File: src/rtl/plantard_unscale.sv
// Streaming (a * K) mod Q multiplier built on Plantard reduction, with valid/ready flow control and polynomial framing.
// Optional build macro PLANTARD_UNSCALE_OUT_REG_EN adds a register after the final r==Q correction.
module plantard_unscale #(
    parameter int data_width = 12,
    parameter int Q          = 3329,
    parameter int K          = 1441,
    parameter int N          = 256
) (
    input  logic                  clk,
    input  logic                  rst,
    input  logic [data_width-1:0] in_data,
    input  logic                  in_valid,
    input  logic                  in_last,
    output logic                  in_ready,
    output logic [data_width-1:0] out_data,
    output logic                  out_valid,
    output logic                  out_last,
    input  logic                  out_ready,
    output logic                  frame_err
);

    localparam int L  = 13;              // Plantard half-width; 2L = 26
    localparam int PW = data_width + L;  // product width (25)
    localparam int SW = PW + L;          // shifted-sum width (38)
    localparam int MW = 2 * L;           // width of m + Q (26)
    localparam int CW = $clog2(N);

    // PK = ((K * -2^2L) mod Q) * Q^-1 mod 2^2L, evaluated at elaboration.
    function automatic logic [2*L-1:0] plantard_const(input int unsigned q, input int unsigned k);
        longint unsigned qq, kk, mask, r2, kneg, inv, pk;
        qq   = {32'd0, q};
        kk   = {32'd0, k};
        mask = (64'd1 << (2 * L)) - 64'd1;
        r2   = (64'd1 << (2 * L)) % qq;
        kneg = (qq - ((kk * r2) % qq)) % qq;
        // Newton iteration for Q^-1 mod 2^2L: an odd q is its own inverse mod 8,
        // and each step doubles the number of correct low bits.
        inv = qq;
        for (int i = 0; i < 5; i++) begin
            inv = (inv * (64'd2 - qq * inv)) & mask;
        end
        pk = (kneg * inv) & mask;
        return pk[2*L-1:0];
    endfunction

    localparam logic [2*L-1:0] PK = plantard_const(Q, K);

    if (K < 0 || K >= Q) begin : g_bad_k
        $error("plantard_unscale: K must satisfy 0 <= K < Q");
    end
    if (Q % 2 == 0 || Q >= (1 << L) || Q >= (1 << data_width)) begin : g_bad_q
        $error("plantard_unscale: Q must be odd and fit in both L and data_width bits");
    end
    if (data_width + L > MW) begin : g_bad_width
        $error("plantard_unscale: data_width too wide for the 2L-bit reduction");
    end

    // Global advance: the whole pipe moves only when the output slot frees up.
    logic adv;
    logic take;
    assign adv      = out_ready | ~out_valid;
    assign in_ready = adv;
    assign take     = in_valid & adv;

    logic [data_width-1:0] s0_a;
    logic                  s0_valid, s0_last;
    logic [PW-1:0]         s1_pl, s1_ph;
    logic                  s1_valid, s1_last;
    logic [L-1:0]          s2_t;
    logic                  s2_valid, s2_last;
    logic [PW-1:0]         s3_m;
    logic                  s3_valid, s3_last;
    logic [L-1:0]          s4_r;
    logic                  s4_valid, s4_last;

    logic [SW-1:0] s2_sum;
    logic [MW-1:0] s4_mq;
    logic [L-1:0]  corr;

    assign s2_sum = {s1_ph, {L{1'b0}}} + SW'(s1_pl);
    assign s4_mq  = MW'(s3_m) + MW'(Q);
    assign corr   = (s4_r == L'(Q)) ? '0 : s4_r;

    logic unused_bits;
    assign unused_bits = ^{s2_sum[L-1:0], s2_sum[SW-1:2*L], s4_mq[L-1:0], corr[L-1:data_width]};

    always_ff @(posedge clk or posedge rst) begin
        if (rst) begin
            // NOTE: data registers are reset as well as valids, so out_data reads 0 during reset.
            s0_a     <= '0;
            s0_valid <= 1'b0;
            s0_last  <= 1'b0;
            s1_pl    <= '0;
            s1_ph    <= '0;
            s1_valid <= 1'b0;
            s1_last  <= 1'b0;
            s2_t     <= '0;
            s2_valid <= 1'b0;
            s2_last  <= 1'b0;
            s3_m     <= '0;
            s3_valid <= 1'b0;
            s3_last  <= 1'b0;
            s4_r     <= '0;
            s4_valid <= 1'b0;
            s4_last  <= 1'b0;
        end else if (adv) begin
            // NOTE: non-blocking so every stage samples its predecessor's pre-edge value.
            s0_a     <= in_data;
            s0_valid <= in_valid;
            s0_last  <= in_valid & in_last;

            s1_pl    <= PW'(s0_a) * PW'(PK[L-1:0]);
            s1_ph    <= PW'(s0_a) * PW'(PK[2*L-1:L]);
            s1_valid <= s0_valid;
            s1_last  <= s0_last;

            s2_t     <= s2_sum[2*L-1:L];
            s2_valid <= s1_valid;
            s2_last  <= s1_last;

            s3_m     <= PW'(s2_t) * PW'(Q);
            s3_valid <= s2_valid;
            s3_last  <= s2_last;

            s4_r     <= s4_mq[2*L-1:L];
            s4_valid <= s3_valid;
            s4_last  <= s3_last;
        end
    end

`ifdef PLANTARD_UNSCALE_OUT_REG_EN
    logic [data_width-1:0] s5_data;
    logic                  s5_valid, s5_last;

    always_ff @(posedge clk or posedge rst) begin
        if (rst) begin
            s5_data  <= '0;
            s5_valid <= 1'b0;
            s5_last  <= 1'b0;
        end else if (adv) begin
            s5_data  <= corr[data_width-1:0];
            s5_valid <= s4_valid;
            s5_last  <= s4_last;
        end
    end

    assign out_data  = s5_data;
    assign out_valid = s5_valid;
    assign out_last  = s5_last;
`else
    assign out_data  = corr[data_width-1:0];
    assign out_valid = s4_valid;
    assign out_last  = s4_last;
`endif

    // Framing: a frame ends on in_last or after N coefficients; the two must coincide.
    logic [CW-1:0] cnt;
    logic          at_end;
    assign at_end = (cnt == CW'(N - 1));

    always_ff @(posedge clk or posedge rst) begin
        if (rst) begin
            cnt       <= '0;
            frame_err <= 1'b0;
        end else if (take) begin
            cnt <= (in_last || at_end) ? '0 : cnt + 1'b1;
            if (in_last != at_end) begin
                frame_err <= 1'b1;
            end
        end
    end

endmodule
File: config.mk
export PLATFORM = sky130hd
export DESIGN_NAME = plantard_unscale
export DESIGN_NICKNAME = d
export VERILOG_FILES = /design/src/rtl/plantard_unscale.sv
export SDC_FILE = /design/constraint.sdc
export NUM_CORES = 1
export LEC_CHECK = 0
export CAP_MARGIN = 5
export CORE_ASPECT_RATIO = 1.25
export CORE_MARGIN = 1
export CORE_UTILIZATION = 27
export DETAILED_ROUTE_END_ITERATION = 7
export SYNTH_ARGS = -nofsm -noshare
export SYNTH_HDL_FRONTEND = slang
export SYNTH_SLANG_ARGS = --single-unit
File: constraint.sdc
create_clock -name clk -period 7.2 [get_ports clk]
set_input_delay 0.72 -clock clk [delete_from_list [all_inputs] [get_ports clk]]
set_output_delay 0.72 -clock clk [all_outputs]
set_load 0.02 [all_outputs]
==> results of run 1 <==
[synthesized netlist by cell type, types with 3 or more instances]
| cell type | instances | share of area (%) |
|---|---|---|
| nor2_1 | 33 | 1.4 |
| nor3_1 | 12 | 0.70 |
| clkbuf_1 | 28 | 1.2 |
| nor2b_1 | 4 | 0.29 |
| o21ai_0 | 28 | 1.6 |
| inv_1 | 154 | 6.7 |
| a21o_1 | 11 | 0.96 |
| o31ai_1 | 4 | 0.35 |
| nand2b_1 | 3 | 0.22 |
| fa_1 | 56 | 13 |
| dfrtp_1 | 100 | 29 |
| or3_1 | 3 | 0.22 |
| and3_1 | 4 | 0.29 |
| o21a_1 | 6 | 0.52 |
| nand4_1 | 9 | 0.65 |
| a21oi_1 | 33 | 1.9 |
| xor2_1 | 22 | 2.2 |
| a2111oi_0 | 3 | 0.31 |
| and2_1 | 5 | 0.36 |
| o21bai_1 | 4 | 0.35 |
| xnor2_1 | 35 | 3.6 |
| o21ai_1 | 30 | 1.7 |
| nand2_1 | 149 | 6.5 |
| ha_1 | 152 | 22 |
| nand3_1 | 11 | 0.64 |
[cells by family after synthesis]
group,Yosys count
buf+inv,186
compound gates,134
fa+ha+maj,208
flops,100
simple gates,246
xor+xnor,57
[per-stage QoR]
stage / area [sq um] / instances / util (%)
after global routing: 9660 / 1359 / 31.0
after global placement: 9360 / 1343 / 30.0
after detailed placement: 9360 / 1343 / 30.0
after CTS: 9660 / 1359 / 31.0
after floorplan: 8610 / 931 / -
final: 9660 / 1359 / 31.0
[layout make-up]
| type | count | area [sq um] |
|---|---|---|
| inverters | 155 | 584 |
| flip-flops and latches | 100 | 2500 |
| clock buffers | 10 | 239 |
| repair buffers | 36 | 350 |
| clock inverters | 6 | 53.8 |
| well taps | 407 | 509 |
| multi-input cells | 645 | 5420 |
| fillers | 3325 | 21500 |
[routing by layer]
layer	share of wire, %	vias up
met1	44	2769
met4	1.7	0
met2	52	46
met5	0	-
met3	2.0	17
li1	-	3053
[final timing paths]
kind / from / endpoint / slack [ns] / cells after the start
worst max-delay path: s0_a[3] / s1_ph[12] / 2.90 / 11
max in group asynchronous: rst / s1_ph[3] / 5.28 / 3
worst min-delay path: s3_valid / s3_valid / 0.46 / 2
worst min register to register: s3_valid / s3_valid / 0.46 / 2
worst max register to register: s0_a[3] / s1_ph[12] / 2.90 / 11
min in group asynchronous: rst / s3_m[17] / 0.80 / 2
[tightest hold or removal path, stage by stage, from the launching register on]
cell and delay [ns]:
dfrtp_1 0.34, nand2_1 0.05, nand2_1 0.04
[registers in the layout (all words and copies together) (netlist names)]
name and cells:
s3_last 1, s2_t 13, out_last 1, s1_pl 6, cnt 8, s3_m 25, s2_last 1, s1_valid 1
frame_err 1, s1_ph 12, out_valid 1, s1_last 1, s0_valid 1, s3_valid 1, s0_last 1, s4_r 13
s0_a 12, s2_valid 1
==> metrics, run 1 <==
status completed; antenna cell count 0; critical path's largest stage delay between 0.5 and 0.6 ns; clock slew at reported path FFs 0.07 ns; Post-CTS Setup Repair Bufs 0; grt ovf 0; CP Data Arrival Time roughly 4.5 ns; gr busiest metal met2; CP Cell Sequence inv_1 > fa_1 > fa_1 > inv_1 > fa_1 > fa_1 > fa_1 > ha_1 > o41a_1 > xnor2_1 > a21oi_1; clock buffer depth 2; Routed WL ~16,000 microns; area grow syn2layout 12.1%; Die Span Y 202 microns; clock skew about 0.012 ns; Final Hold Fails 0; CTS tree done; worst path bufs/invs 2; CP most frequent cell fa_1; post-synthesis mux area share 0%; Post-Synth XOR/XNOR Area slightly below 6%; Top Family by Delay on Critical Path adder cells; per-cell routed wire length 11.9 microns; Synth Area in Compound Gates around a tenth; Cells after Synth approximately 930; antenna viol nets, final 0; Post-Syn Area about 8600 sq um; Syn Nets around 1,200; fin crit share about three fifths; simple-gate area share of the yosys netlist 12.6%; Ys Warns 0; min Tclk post-route about 4.3 ns; WP data required between 7 and 8 ns; setup ws final 2.90 ns; M3 GR Usage about 1.9%; Adder-Cell Fraction of Synth Area about a third; CP max-delay cell dfrtp_1; kind of critical path reg -> reg; DRC viols 0; Setup Viol. Count Final 0; GR Util met1 approximately 13%; Clock Latency Late Sink roughly 0.35 ns; setup TNS 0 ns; first drt pass iteration count 4; initial core utilization between 20% and 30%; FMAX about 230 MHz; nets@finish between 1,000 and 1,500; Rel. slew slack between 30 and 40%; CTS Hold Bufs 0; number of CTS-inserted buffers 9; number of global-route vias before repair ~6,000; largest family of logic cells by synthesized area adder cells; pre-CTS setup slack ~2.9 ns; post-synthesis sequential area ratio between 20 and 30%; max cap viols 0; CTS root buf clkbuf_16; largest net degree at the start of global routing 59; Hold Path Class reg -> reg; Synth cell types between 40 and 50; ys flop type dfrtp_1; CTS resizes 0; most frequent cells in the layout inv_1, ha_1, nand2_1; drt first-iter violations 160; CP startpoint kind flip-flop; Site Rows between 70 and 80; RSZ-0062 raised after global routing false; Die Area 32,600 sq um; hold_ws ~0.46 ns; first-pass GRT wire length between 20,000 and 30,000 microns; Via Count 5,885; layout cell share with drive strength beyond 1 under 10%; Die X around 160 microns; commonest non-fill, non-tap cell in the layout inv_1; Final GP Congestion a little under 0.9; initial antenna violation count 0; Core Region between 30,000 and 40,000 sq um; dpl hpwl roughly 13,000 microns; crit-path max FO 7; I/O pin total 33; synthesized flop and latch total 100; input/output buffers 32; Worst-Margin Slew 1.01 ns; Syn Area/Cell between 9 and 10 sq um; H-tree depth 3; # clock sinks 100; Async S/R FF share, synth 100%; max-slew violations 0; total track usage 10.8%; Post-synth EDFFs 0; CP endpoint kind flip-flop; grt met2 use roughly 20%; vias per std cell 4.33
Power of run 1 is left out: the tool's default activity adds up to more than one toggle a clock period on the data nets, which glitch-free logic cannot reach.
==> inputs of run 2 (changes only) <==
- clock period: 7.2 -> 3.71 ns (I/O delays scaled with it)
==> metrics, run 2 (same netlist as run 1, synthesis figures left out) <==
clock skew a little under 0.008 ns; number of global-route vias before repair around 6,500; status finished with violations; Placed Area slightly above 10,000 sq um; setup ws final -0.164 ns; # clock sinks 100; max cap viols 0; FMAX 258 MHz; WP data required 3.95 ns; vias per std cell roughly 4.3; grt ovf 0; crit-path max FO 4; max-slew violations 0; initial antenna violation count 0; CTS root buf clkbuf_16; CTS tree done; drt first-iter violations 181; critical path's largest stage delay roughly 0.50 ns; Die Span Y 202 microns; max reg flops 25; CTS Hold Bufs 0; antenna cell count 0; Worst-Margin Slew 0.727 ns; register bank with the most flops s3_m; per-cell routed wire length between 10 and 15 microns; Site Rows between 70 and 80; kind of critical path reg -> reg; min Tclk post-route ~3.9 ns; Final Hold Fails 0; CP Data Arrival Time around 4.1 ns; antenna viol nets, final 0; Hold Path Class reg -> reg; dpl hpwl roughly 14,000 microns; first drt pass iteration count 4; CP startpoint kind flip-flop; number of CTS-inserted buffers 9; DRC viols 0; initial core utilization between 20% and 30%; fin crit share 104%; design area around 11,000 sq um; RSZ-0062 raised after global routing true; Setup Viol. Count Final 5; nets@finish between 1,000 and 1,500; input/output buffers 32; Clock Latency Late Sink between 0.3 and 0.4 ns; violated checks negative setup slack; largest net degree at the start of global routing 73; commonest non-fill, non-tap cell in the layout nand2_1; CP endpoint kind flip-flop; most frequent cells in the layout nand2_1, inv_1, ha_1; first-pass GRT wire length about 30,000 microns; hold_ws 0.461 ns; CP Cell Sequence ha_4 > inv_2 > fa_1 > inv_2 > ha_4 > fa_1 > ha_4 > ha_4 > a21o_1 > a21oi_2 > o21ai_2 > and2_4 > a221o_1 > nor3_1 > nor3_2; biggest regs s3_m: 25 flops, s2_t: 13 flops, s4_r: 13 flops; Final GP Congestion between 0.8 and 0.9; Core Region 31,200 sq um; CP max-delay cell fa_1; area grow syn2layout 30.5%; CP most frequent cell ha_4; Die X 162 microns; Die Area around 33,000 sq um; H-tree depth 3; layout cell share with drive strength beyond 1 a little under a quarter; clock slew at reported path FFs around 0.08 ns; Rel. slew slack roughly half; R2R Setup Slk -0.16 ns; I/O pin total 33; Via Count 6,342; total track usage between 10 and 15%; clock buffer depth 2; Routed WL 17,800 microns
## run 2: timing repair
| item | in CTS | in global routing |
|---|---|---|
| setup endpoints to repair | 13 | 18 |
| resized for setup | 38 | 58 |
| setup buffers | 17 | 11 |
| pin swaps | 51 | 44 |
## run 2: routing by layer
layer	share of wire, %	wire length (microns)	track usage (%)	vias to the layer above
met4	2.1	376	3.81	0
met1	42	7530	12.8	2997
met2	53	9510	21.6	59
li1	-	-	-	3264
met5	0	0	0	-
met3	2.2	383	2.00	22
## run 2: stage by stage
stage | util (%) | setup slack (ns) | TNS (ns) | std cells
5_1_grt | 36.1 | -0.328 | -2.18 | 1467
3_3_place_gp | 32.5 | -0.197 | -1.23 | 1423
4_1_cts | 34.5 | -0.171 | -0.427 | 1456
2_1_floorplan | - | -0.0717 | -0.151 | 931
6_report | 36.1 | -0.164 | -0.432 | 1467
3_5_place_dp | 32.5 | -0.247 | -1.65 | 1423
## run 2: path summary, 6_finish.rpt
check,start,end,cells after the start
min reg2reg,frame_err,frame_err,1
max,s2_t[2],s3_m[24],15
max in group asynchronous,rst,s1_ph[10],3
min,frame_err,frame_err,1
min in group asynchronous,rst,s3_m[0],2
max reg2reg,s2_t[2],s3_m[24],15
## run 2: final cells by class
type	instances	area, sq um
Timing Repair Buffer	144	1230
Multi-Input combinational cell	645	6100
Clock inverter	6	72.6
Inverter	155	589
Sequential cell	100	2510
Fill cell	3207	19900
Tap cell	407	509
Clock buffer	10	229
## run 2: critical path, delay by kind of cell (launching register included)
kind,cells,cell delay (ns)
buf+inv,2,0.08
flops,1,0.44
simple gates,3,0.49
fa+ha+maj,6,1.99
compound gates,4,0.75
Power of run 2 is left out for the same reason.
